### src/rtl/sffrb_capture_pkg.sv
// Shared types and helpers for the sffrb_capture readback path:
// FSM state encoding and counter-width arithmetic.
package sffrb_capture_pkg;

  typedef enum logic [1:0] {
    ST_IDLE  = 2'd0,
    ST_SHIFT = 2'd1,
    ST_DONE  = 2'd2
  } state_e;

  // Ceiling log2, usable in constant expressions.
  function automatic int clog2(input int value);
    int result;
    result = 0;
    for (int i = 0; i < 32; i++) begin
      if ((1 << i) < value) result = i + 1;
    end
    return result;
  endfunction

  // Bit counter width; a one-bit snapshot still keeps a one-bit counter.
  function automatic int cnt_width(input int width);
    return clog2((width < 2) ? 2 : width);
  endfunction

endpackage

### src/rtl/sffrb_capture_if.sv
// Control, snapshot input and serial readback stream of sffrb_capture.
// The master side is the capture block; the slave side is the debug port.
interface sffrb_capture_if #(
  parameter int WIDTH = 32
);
  logic             ce;
  logic             cap;
  logic             clr_ovr;
  logic [WIDTH-1:0] state_in;
  logic             sout;
  logic             sout_valid;
  logic             sout_ready;
  logic             sout_last;
  logic             busy;
  logic             done;
  logic             overrun;

  modport master (
    input  ce, cap, clr_ovr, state_in, sout_ready,
    output sout, sout_valid, sout_last, busy, done, overrun
  );

  modport slave (
    output ce, cap, clr_ovr, state_in, sout_ready,
    input  sout, sout_valid, sout_last, busy, done, overrun
  );
endinterface

### src/rtl/sffrb_capture_shreg.sv
// Shadow register for sffrb_capture: parallel load of the flop-bank snapshot,
// then one-bit shifts toward the output end, MSB or LSB first.
module sffrb_shreg #(
  parameter int WIDTH     = 32,
  parameter bit MSB_FIRST = 1'b1
) (
  input  logic             clk,
  input  logic             rst_n,
  input  logic             load_i,
  input  logic             shift_i,
  input  logic [WIDTH-1:0] data_i,
  output logic             out_bit_o
);

  logic [WIDTH-1:0] shadow_q;
  logic [WIDTH-1:0] shadow_d;

  // NOTE: next-state gets a hold default before any branch, so no path leaves it unassigned and no latch is inferred.
  always_comb begin
    shadow_d = shadow_q;
    if (load_i) begin
      shadow_d = data_i;
    end else if (shift_i) begin
      shadow_d = MSB_FIRST ? (shadow_q << 1) : (shadow_q >> 1);
    end
  end

  // NOTE: the shadow is a small flop bank, so it is cleared on reset; an aborted stream never leaves stale bits on sout.
  // NOTE: state is updated with non-blocking assignments so every flop samples pre-edge values.
  always_ff @(posedge clk or negedge rst_n) begin
    if (!rst_n) begin
      shadow_q <= '0;
    end else begin
      shadow_q <= shadow_d;
    end
  end

  assign out_bit_o = MSB_FIRST ? shadow_q[WIDTH-1] : shadow_q[0];

endmodule

### src/rtl/sffrb_capture.sv
// Snapshot-and-stream readback of a WIDTH-bit flop bank: capture on cap,
// then one bit per valid/ready handshake, with done pulse and sticky overrun.
module sffrb_capture
  import sffrb_capture_pkg::*;
#(
  parameter int WIDTH     = 32,
  parameter bit MSB_FIRST = 1'b1
) (
  input logic             clk,
  input logic             rst,
  sffrb_capture_if.master bus
);

  localparam int              CNT_W    = cnt_width(WIDTH);
  localparam logic [CNT_W-1:0] LAST_CNT = CNT_W'(WIDTH - 1);

  state_e           state_q, state_d;
  logic [CNT_W-1:0] cnt_q, cnt_d;
  logic             ovr_q, ovr_d;
  logic             load;
  logic             take;
  logic             is_last;
  logic             shreg_bit;

  assign is_last = (cnt_q == LAST_CNT);

  always_comb begin
    state_d = state_q;
    cnt_d   = cnt_q;
    ovr_d   = ovr_q;
    load    = 1'b0;
    take    = 1'b0;
    if (bus.ce) begin
      take = (state_q == ST_SHIFT) && bus.sout_ready;
      unique case (state_q)
        ST_IDLE: begin
          if (bus.cap) begin
            load    = 1'b1;
            cnt_d   = '0;
            state_d = ST_SHIFT;
          end
        end
        ST_SHIFT: begin
          if (take) begin
            cnt_d = cnt_q + CNT_W'(1);
            if (is_last) state_d = ST_DONE;
          end
        end
        ST_DONE: state_d = ST_IDLE;
        default: state_d = ST_IDLE;
      endcase
      // Clear first so a same-edge overrun set takes priority.
      if (bus.clr_ovr) ovr_d = 1'b0;
      if (bus.cap && (state_q != ST_IDLE)) ovr_d = 1'b1;
    end
  end

  always_ff @(posedge clk or negedge rst) begin
    if (!rst) begin
      state_q <= ST_IDLE;
      cnt_q   <= '0;
      ovr_q   <= 1'b0;
    end else begin
      state_q <= state_d;
      cnt_q   <= cnt_d;
      ovr_q   <= ovr_d;
    end
  end

  sffrb_shreg #(
    .WIDTH     (WIDTH),
    .MSB_FIRST (MSB_FIRST)
  ) u_shreg (
    .clk       (clk),
    .rst_n     (rst),
    .load_i    (load),
    .shift_i   (take),
    .data_i    (bus.state_in),
    .out_bit_o (shreg_bit)
  );

  // Every output decodes registered state only; sout_ready and cap never reach them.
  assign bus.sout_valid = (state_q == ST_SHIFT);
  assign bus.sout       = bus.sout_valid & shreg_bit;
  assign bus.sout_last  = bus.sout_valid & is_last;
  assign bus.busy       = (state_q != ST_IDLE);
  assign bus.done       = (state_q == ST_DONE);
  assign bus.overrun    = ovr_q;

endmodule

### src/flat_wrapper.sv
// flat-port wrapper written by rule: the top's interface ports become plain ports
module sffrb_capture_flat import sffrb_capture_pkg::*;
#(
  parameter int WIDTH     = 32,
  parameter bit MSB_FIRST = 1'b1
)
  (clk, rst, bus_ce, bus_cap, bus_clr_ovr, bus_state_in, bus_sout_ready, bus_sout, bus_sout_valid, bus_sout_last, bus_busy, bus_done, bus_overrun);
  sffrb_capture_if #(.WIDTH(WIDTH)) bus_i ();
  input logic clk;
  input logic rst;
  input wire logic [$bits(bus_i.ce)-1:0] bus_ce;
  input wire logic [$bits(bus_i.cap)-1:0] bus_cap;
  input wire logic [$bits(bus_i.clr_ovr)-1:0] bus_clr_ovr;
  input wire logic [$bits(bus_i.state_in)-1:0] bus_state_in;
  input wire logic [$bits(bus_i.sout_ready)-1:0] bus_sout_ready;
  output wire logic [$bits(bus_i.sout)-1:0] bus_sout;
  output wire logic [$bits(bus_i.sout_valid)-1:0] bus_sout_valid;
  output wire logic [$bits(bus_i.sout_last)-1:0] bus_sout_last;
  output wire logic [$bits(bus_i.busy)-1:0] bus_busy;
  output wire logic [$bits(bus_i.done)-1:0] bus_done;
  output wire logic [$bits(bus_i.overrun)-1:0] bus_overrun;
  assign bus_i.ce = bus_ce;
  assign bus_i.cap = bus_cap;
  assign bus_i.clr_ovr = bus_clr_ovr;
  assign bus_i.state_in = bus_state_in;
  assign bus_i.sout_ready = bus_sout_ready;
  assign bus_sout = bus_i.sout;
  assign bus_sout_valid = bus_i.sout_valid;
  assign bus_sout_last = bus_i.sout_last;
  assign bus_busy = bus_i.busy;
  assign bus_done = bus_i.done;
  assign bus_overrun = bus_i.overrun;
  sffrb_capture #(.WIDTH(WIDTH), .MSB_FIRST(MSB_FIRST)) u_core (.clk(clk), .rst(rst), .bus(bus_i));
endmodule
### config.mk
export PLATFORM = sky130hd
export DESIGN_NAME = sffrb_capture_flat
export DESIGN_NICKNAME = d
export VERILOG_FILES = /design/src/rtl/sffrb_capture_pkg.sv /design/src/rtl/sffrb_capture_if.sv /design/src/rtl/sffrb_capture_shreg.sv /design/src/rtl/sffrb_capture.sv /design/src/flat_wrapper.sv
export SDC_FILE = /design/constraint.sdc
export NUM_CORES = 1
export LEC_CHECK = 0
export ABC_AREA = 1
export CORE_MARGIN = 3
export CORE_UTILIZATION = 55
export DETAILED_ROUTE_END_ITERATION = 16
export GPL_TIMING_DRIVEN = 0
export HOLD_SLACK_MARGIN = 0.1
export PLACE_DENSITY_LB_ADDON = 0.05
export SLEW_MARGIN = 20
export SYNTH_ARGS = -nofsm -noshare
export SYNTH_HDL_FRONTEND = slang
export SYNTH_SLANG_ARGS = --single-unit
### constraint.sdc
create_clock -name clk -period 1.6 [get_ports clk]
set_input_delay 0.24 -clock clk [delete_from_list [all_inputs] [get_ports clk]]
set_output_delay 0.24 -clock clk [all_outputs]
set_load 0.02 [all_outputs]
Word-level counts from Yosys, hierarchy flattened
Index checks and enable logic that the tools add are counted.

word-level totals
  register bits = 67
  output and inout port bits = 6

operators by class
  add/sub/neg operators = 1
  equal/unequal tests = 6
  mux-type cells = 15
  bitwise logic cells = 2
  reduce and logical (&&, ||, !) cells = 10

operators with widths
  operator                                                                 count
  32-bit 2-to-1 mux                                                        4
  32-bit one-hot mux with 2 select lines                                   1
  32-bit by 1-bit adder with 32-bit output (second input constant)         1
  32-bit by 5-bit equality test with 1-bit output (second input constant)  1
  4-bit AND reduction                                                      2
  2-bit nonzero test                                                       4
  1-bit 2-to-1 mux                                                         6
  2-bit 2-to-1 mux                                                         3
  2-bit != test (second input constant)                                    3
  2-bit one-hot mux with 2 select lines                                    1
  1-bit AND                                                                2
  2-bit by 1-bit equality test with 1-bit output (second input constant)   1
  2-bit equality test (second input constant)                              1
  1-bit logical AND                                                        2
  2-bit zero test                                                          1
  2-bit AND reduction                                                      1

Logic depth before layout (Yosys ltp)
Gate-level depths: netlist of run 1.

  depth after elaboration = 5
  mapped depth = 10
  gate-level depth less buffers = 9

Modules after synthesis
Synthesis of run 1 repeated with hierarchy kept, for this count alone.

unflattened totals
  cells, all modules = 540
  area total of the unflattened synthesis = 3838.7 µm²

modules (own cells, without submodules)
  module         times used  cells an instance  area each (µm²)  seq. area each (µm²)
  sffrb_capture  1           366                2359.8           875.8
  sffrb_shreg    1           174                1478.9           800.8

Least setup slack after synthesis of run 1
Ideal clock, no wire load.

  kind = register -> output
  start point = register u_core.cnt_q[1]
  end point = output port bus_sout_last
  arrival = 1.209 ns
  path slack = 0.151 ns
  stages on the path, launching flop included = 8
  cells stage by stage = dfrtp_1 -> ha_1 -> inv_1 -> nor2_2 -> nand4_1 -> nor2_1 -> nand3_1 -> inv_1

between the ends
  word-level cells in the longest chain between the ends = 2

RTL lines
  item                                             RTL line             text
  start, declared                                  sffrb_capture.sv:18  logic [CNT_W-1:0] cnt_q, cnt_d;
  start signal, assigned                           sffrb_capture.sv:65  cnt_q <= cnt_d;
  32-bit by 5-bit equality test with 1-bit output  sffrb_capture.sv:25  assign is_last = (cnt_q == LAST_CNT);
  1-bit AND                                        sffrb_capture.sv:85  assign bus.sout_last = bus.sout_valid & is_last;
  end, declared                                    flat_wrapper.sv:18   output wire logic [$bits(bus_i.sout_last)-1:0] bus_sout_last;

No other way between the ends.

Final worst setup path of run 1
Ends and elaborated chain as after synthesis.

==> reports/qor.csv, run 1 <==
stage,metric,value,unit
layout,final instance area,5190,sq um
outcome,status,"finished, violations left",
logic_synthesis,Netlist Area Pre-Place,3870,sq um
floorplanning,die area,8080,sq um
layout,layout cell share with drive strength beyond 1,22.3,%
power,Cell Pwr Density,1240,nW/um^2
clock_network,CTS HTree Levels,3,
floorplanning,die height,89.9,um
setup_path,CP Cell Sequence,ha_2 > inv_2 > nor2_4 > nand4_1 > nor2_2 > nand3_2 > inv_2 > buf_6,
logic_synthesis,Cell variety after synth,31,
setup_path,Crit Path Category,register to output pin,
placed_design,routability cong.,0.947,
setup_path,Slowest Stage Delay on Critical Path,0.37,ns
global_routing,first-pass GRT wire length,16600,um
setup_path,depth of the most critical reg-to-reg path,10,
routing,initial drt markers,195,
clock_network,clk buf depth,2,
floorplanning,num ports,44,
logic_synthesis,post-synthesis simple-gate area fraction,28.0,%
global_routing,vias in the first global route,3618,
routing,Avg WL per Cell,14.6,um
setup_path,Worst EP required,1.36,ns
layout,FILL cells,450,
logic_synthesis,"Seq/Total Area, Yosys",43.3,%
logic_synthesis,post-synthesis xor/xnor area fraction,1.13,%
logic_synthesis,post-synthesis mux area share,0.259,%
global_routing,antenna violations before repair,0,
global_routing,pin count of the biggest net entering global routing,44,
floorplanning,die width,89.9,um
logic_synthesis,Seq cells post-synth,67,
job,max_cap viols,0,
placed_design,IO Port Bufs,43,
routing,antenna violation net count after detailed routing,0,
global_routing,gr ovfl total,0,
clock_network,TritonCTS buffer count,9,
timing,Final period util,113,%
logic_synthesis,syn avg cell area,7.35,sq um
power,Leak Pwr,2.35,nW
setup_path,critical path arrival,1.57,ns
clock_network,Skew-Pair Late Insertion Delay,0.34,ns
logic_synthesis,Synth Area in Adders,0.323,%
timing,Slew @ Worst Pin,0.352,ns
setup_path,CP Max Fanout,2,
layout,fin util,79.0,%
routing,post-DR vias/cell,5.32,
layout,antenna cells,0,
placed_design,detailed placement HPWL,6580,um
timing,setup TNS,-0.441,ns
placed_design,DP Area,4440,sq um
power,Worst VDD drop,0.000726,V
routing,via count,3742,
timing,post-layout min period,1.81,ns
timing,RSZ-0062 raised after global routing,yes,
floorplanning,num rows,29,
timing,setup ws final,-0.212,ns
floorplanning,Initial Utilization,58.9,%
setup_path,register-to-register setup slack,-0.06,ns
routing,first-pass iteration count of the detailed router,6,
setup_path,Critical Path Start Type,register,
timing,Finish-stage setup viols,9,
layout,fin nets,645,
logic_synthesis,"Net Count, Synth",566,
timing,Setup Skew,0.0109,ns
setup_path,reg-to-reg endpoint,u_core.cnt_q[28]$_DFFE_PN0P_,
setup_path,kind of end point of the critical path,output pin,
clock_network,Clk Tree Root Cell,clkbuf_8,
routing,drt total wl,10300,um
layout,"most common cell after layout, fill and taps aside",nand2_1,
clock_network,clock-pin slew on the worst setup and hold paths,0.08,ns
logic_synthesis,Synth Area in Compound Gates,16.0,%
worst_hold_path,hold crit path type,input port to async pin,
setup_path,worst r2r src,u_core.cnt_q[1]$_DFFE_PN0P_,
logic_synthesis,YS warnings,0,
global_routing,gr usage total,24.8,%
floorplanning,Core ar.,6570,sq um
timing,Max Clock Freq,0.552,GHz
timing,Final Hold Vio Count,0,
timing,Slew Limit Fails,0,
layout,P&R area growth vs syn,34.1,%
layout,most frequent cells in the layout,"nand2_1 (87), nor2_1 (74), inv_1 (70), dfrtp_1 (66), o21ai_1 (38)",
clock_network,Sink Count,67,
logic_synthesis,largest family of logic cells by synthesized area,simple AND/OR/NAND/NOR gates,
clock_network,CTS tree,done,
routing,DRC Markers,0,
setup_path,crit path max-delay cell type,dfrtp_1,
outcome,failing checks,negative setup slack,
logic_synthesis,Mapped Cells,527,
setup_path,most frequent cell on the critical path,inv_2,
timing,Max-slew headroom,76.5,%
[final cells by class]
class	instances	area [sq um]	share of cell area (%)
Buffer	18	171	3.30
Clock buffer	10	128	2.46
Clock inverter	6	114	2.19
Inverter	77	289	5.57
Multi-Input combinational cell	364	2010	38.8
Sequential cell	67	1680	32.3
Tap cell	93	116	2.24
Timing Repair Buffer	69	679	13.1
[worst max-delay path by stage]
stage          slack [ns]  cells past startpoint                      endpoint                        start
3_3_place_gp        -1.98                      1  u_core.cnt_q[22]$_DFFE_PN0P_                          rst
4_1_cts             -0.23                      8                 bus_sout_last  u_core.cnt_q[1]$_DFFE_PN0P_
5_1_grt             -0.28                      8                 bus_sout_last  u_core.cnt_q[0]$_DFFE_PN0P_
6_report            -0.21                      8                 bus_sout_last  u_core.cnt_q[1]$_DFFE_PN0P_
3_5_place_dp        -0.58                      8                 bus_sout_last  u_core.cnt_q[1]$_DFFE_PN0P_
2_1_floorplan        0.15                      7                 bus_sout_last  u_core.cnt_q[1]$_DFFE_PN0P_
[worst max-delay path, delay by kind of cell, from the launching register on]
kind / cells / cell delay, ns
buf+inv: 3 / 0.21
flops: 1 / 0.37
simple gates: 4 / 0.45
fa+ha+maj: 1 / 0.20
[per-layer routing]
metal	GRT usage, %	up-vias	part of all wire (%)
li1	-	1846	-
met1	34.0	1738	44
met2	39.0	135	48
met3	3.92	23	6.0
met4	10.8	0	2.1
met5	0	-	0
[power breakdown]
part,internal (mW),switching (mW)
Sequential,2.15,0.167
Clock,1.04,0.697
Combinational,1.01,1.38
Total,4.20,2.24
[synth_stat cells, drive strengths merged]
cell type,instances,share of area [%]
a21boi,2,0.39
xor2,1,0.23
nor3,1,0.13
nor3b,1,0.19
nor2,98,11
clkbuf,4,0.39
ha,1,0.32
nand4,22,3.6
inv,77,7.5
o21ai,73,9.7
buf,15,3.1
nand2,98,10
and2,2,0.32
a21oi,39,5.7
xnor2,4,0.90
dfrtp,67,43
nand3,20,2.6
o21bai,1,0.19
mux2i,1,0.26
[timing repair]
action                     in CTS  in global routing
gates resized for setup        23                115
setup endpoints to repair      43                 61
hold endpoints to repair       24                  0
gates cloned                    0                  1
hold buffers                    1                  0
setup buffers                   8                 15
pin swaps                       5                 32
[flip-flops by register name (all words and copies together) (netlist names)]
signal / cells
u_core.state_q: 2
u_core.bus.overrun: 1
u_core.cnt_q: 32
u_core.u_shreg.shadow_q: 32
[metrics by stage]
stage                     total power [mW]  hold WS (ns)  cells  setup slack (ns)
final                                 6.44         0.339    704            -0.212
after global routing                  6.82         0.362    704            -0.282
after CTS                             5.95         0.356    688            -0.232
after detailed placement              4.16         0.177    664            -0.577
after global placement                4.09         0.476    663             -1.98
after floorplan                       3.58       -0.0556    527             0.151
[logic make-up after synthesis]
| kind of cell | Yosys count |
|---|---|
| XOR/XNOR | 5 |
| multiplexers | 1 |
| AO/OA/AOI/OAI | 115 |
| buffers and inverters | 96 |
| flip-flops | 67 |
| AND/OR/NAND/NOR | 242 |
| adder cells (fa/ha/maj) | 1 |
No activity file was read; power rests on OpenSTA's default activity.
==> run 2: changes to the inputs <==
SKIP_CTS_REPAIR_TIMING = 1   (was default)
TNS_END_PERCENT = 20   (was default)
==> reports/qor.csv, run 2 (synthesis gave the netlist of run 1 again) <==
stage,metric,value,unit,change
outcome,status,"finished, violations left",,
outcome,failing checks,negative setup slack,,
global_routing,first-pass GRT wire length,16300,um,-1.6%
placed_design,DP Area,4440,sq um,unchanged
layout,top flop regs,"u_core.cnt_q: 32 flops, u_core.u_shreg.shadow_q: 32 flops, u_core.state_q: 2 flops",,
layout,final instance area,5080,sq um,-2.1%
floorplanning,Initial Utilization,58.9,%,unchanged
floorplanning,die height,89.9,um,unchanged
worst_hold_path,hold crit path type,input port to async pin,,
clock_network,clk buf depth,2,,unchanged
global_routing,gr ovfl total,0,,unchanged
timing,Setup Skew,0.00861,ns,-0.00228 ns
clock_network,clock-pin slew on the worst setup and hold paths,0.08,ns,about the same
routing,DRC Markers,0,,unchanged
setup_path,Critical Path Start Type,register,,
setup_path,CP Cell Sequence,ha_2 > inv_2 > nor2_4 > nand4_1 > nor2_2 > nand3_2 > inv_2 > buf_6,,
timing,Max Clock Freq,0.547,GHz,-0.86%
layout,fin nets,639,,-0.93%
global_routing,antenna violations before repair,0,,unchanged
clock_network,CTS tree,done,,
routing,Avg WL per Cell,14.3,um,-1.9%
floorplanning,num ports,44,,unchanged
power,Leak Pwr,2.31,nW,-1.6%
floorplanning,Core ar.,6570,sq um,unchanged
routing,first-pass iteration count of the detailed router,5,,-1
floorplanning,die width,89.9,um,unchanged
layout,"most common cell after layout, fill and taps aside",nand2_1,,
setup_path,Worst EP required,1.36,ns,about the same
timing,Slew @ Worst Pin,0.500,ns,+0.148 ns
setup_path,critical path arrival,1.59,ns,+0.02 ns
layout,fin util,77.3,%,-1.7 points
clock_network,CTS HTree Levels,3,,unchanged
routing,post-DR vias/cell,5.28,,-0.62%
layout,layout cell share with drive strength beyond 1,20.0,%,-2.3 points
setup_path,crit path max-delay cell type,dfrtp_1,,
clock_network,TritonCTS buffer count,9,,unchanged
timing,post-layout min period,1.83,ns,+0.0156 ns
floorplanning,die area,8080,sq um,unchanged
routing,via count,3687,,-1.5%
timing,Final Hold Vio Count,0,,unchanged
placed_design,detailed placement HPWL,6580,um,unchanged
layout,P&R area growth vs syn,31.2,%,
global_routing,gr usage total,24.3,%,-0.47 points
setup_path,Slowest Stage Delay on Critical Path,0.37,ns,about the same
routing,drt total wl,9990,um,-2.7%
clock_network,Clk Tree Root Cell,clkbuf_8,,
layout,Sequential Area,1680,sq um,about the same
job,max_cap viols,0,,unchanged
placed_design,IO Port Bufs,43,,unchanged
routing,antenna violation net count after detailed routing,0,,unchanged
setup_path,worst r2r src,u_core.state_q[1]$_DFFE_PN0P_,,
layout,most frequent cells in the layout,"nand2_1 (92), nor2_1 (79), inv_1 (71), dfrtp_1 (65), o21ai_1 (44)",,
clock_network,Skew-Pair Late Insertion Delay,0.35,ns,about the same
setup_path,most frequent cell on the critical path,inv_2,,
setup_path,crit path from,u_core.cnt_q[1]$_DFFE_PN0P_,,
layout,FILL cells,478,,+6.2%
timing,setup TNS,-2.37,ns,-1.93 ns
setup_path,kind of end point of the critical path,output pin,,
layout,multi-input logic area,1960,sq um,-2.7%
timing,Max-slew headroom,66.7,%,-9.9 points
setup_path,CP Max Fanout,3,,+1
timing,hold slack,0.339,ns,-0.000256 ns
routing,initial drt markers,198,,+1.5%
timing,Slew Limit Fails,0,,unchanged
timing,RSZ-0062 raised after global routing,yes,,
global_routing,vias in the first global route,3561,,-1.6%
layout,antenna cells,0,,unchanged
power,Cell Pwr Density,1260,nW/um^2,+1.3%
timing,Finish-stage setup viols,27,,+18
power,Tot Pwr,6.39,mW,-0.85%
timing,Final period util,114,%,+0.98 points
power,Worst VDD drop,0.000694,V,-4.3%
setup_path,Crit Path Category,register to output pin,,
timing,setup ws final,-0.228,ns,-0.0156 ns
placed_design,routability cong.,0.947,,unchanged
setup_path,"Buf+Inv Stages, Crit Path",3,,unchanged
clock_network,Sink Count,67,,unchanged
floorplanning,num rows,29,,unchanged
global_routing,pin count of the biggest net entering global routing,44,,unchanged
setup_path,Crit path max-delay family,simple AND/OR/NAND/NOR gates,,
[run 2: metal layers]
metal,vias to the layer above,track usage [%],part of all wire [%]
li1,1839,-,-
met1,1715,33.6,45
met2,114,38.3,48
met3,19,3.59,5.4
met4,0,10.5,2.1
met5,-,0,0
[run 2: final timing paths]
| kind | end | slack [ns] | cells after the start |
|---|---|---|---|
| max | bus_sout_last | -0.23 | 8 |
| min | u_core.u_shreg.shadow_q[1]$_DFFE_PN0P_ | 0.34 | 2 |
| max reg2reg | u_core.u_shreg.shadow_q[30]$_DFFE_PN0P_ | -0.16 | 11 |
| min reg2reg | u_core.bus.overrun$_DFFE_PN0P_ | 0.50 | 2 |
| max in group asynchronous | u_core.cnt_q[23]$_DFFE_PN0P_ | 0.71 | 3 |
| min in group clk | u_core.u_shreg.shadow_q[0]$_DFFE_PN0P_ | 0.47 | 3 |
[run 2: cell type report]
class                      count  share of cell area (%)
timing repair buffer          62                    12.0
buffer                        19                    3.47
inverter                      77                    5.79
multi-input combinational    364                    38.6
tap                           93                    2.29
clock buffer                  10                    2.51
clock inverter                 6                    2.24
sequential                    67                    33.1
[run 2: power breakdown]
group / total (mW) / switching, mW / leakage [nW] / internal [mW]
Combinational: 2.31 / 1.37 / 1.32 / 0.936
Sequential: 2.33 / 0.176 / 0.872 / 2.15
Clock: 1.75 / 0.709 / 0.113 / 1.04
Total: 6.39 / 2.26 / 2.31 / 4.13
[run 2: through the flow]
stage,cells,setup WS (ns)
final,698,-0.228
after global routing,698,-0.329
after CTS,680,-0.945
after detailed placement,664,-0.577
after global placement,663,-1.98
after floorplan,527,0.151
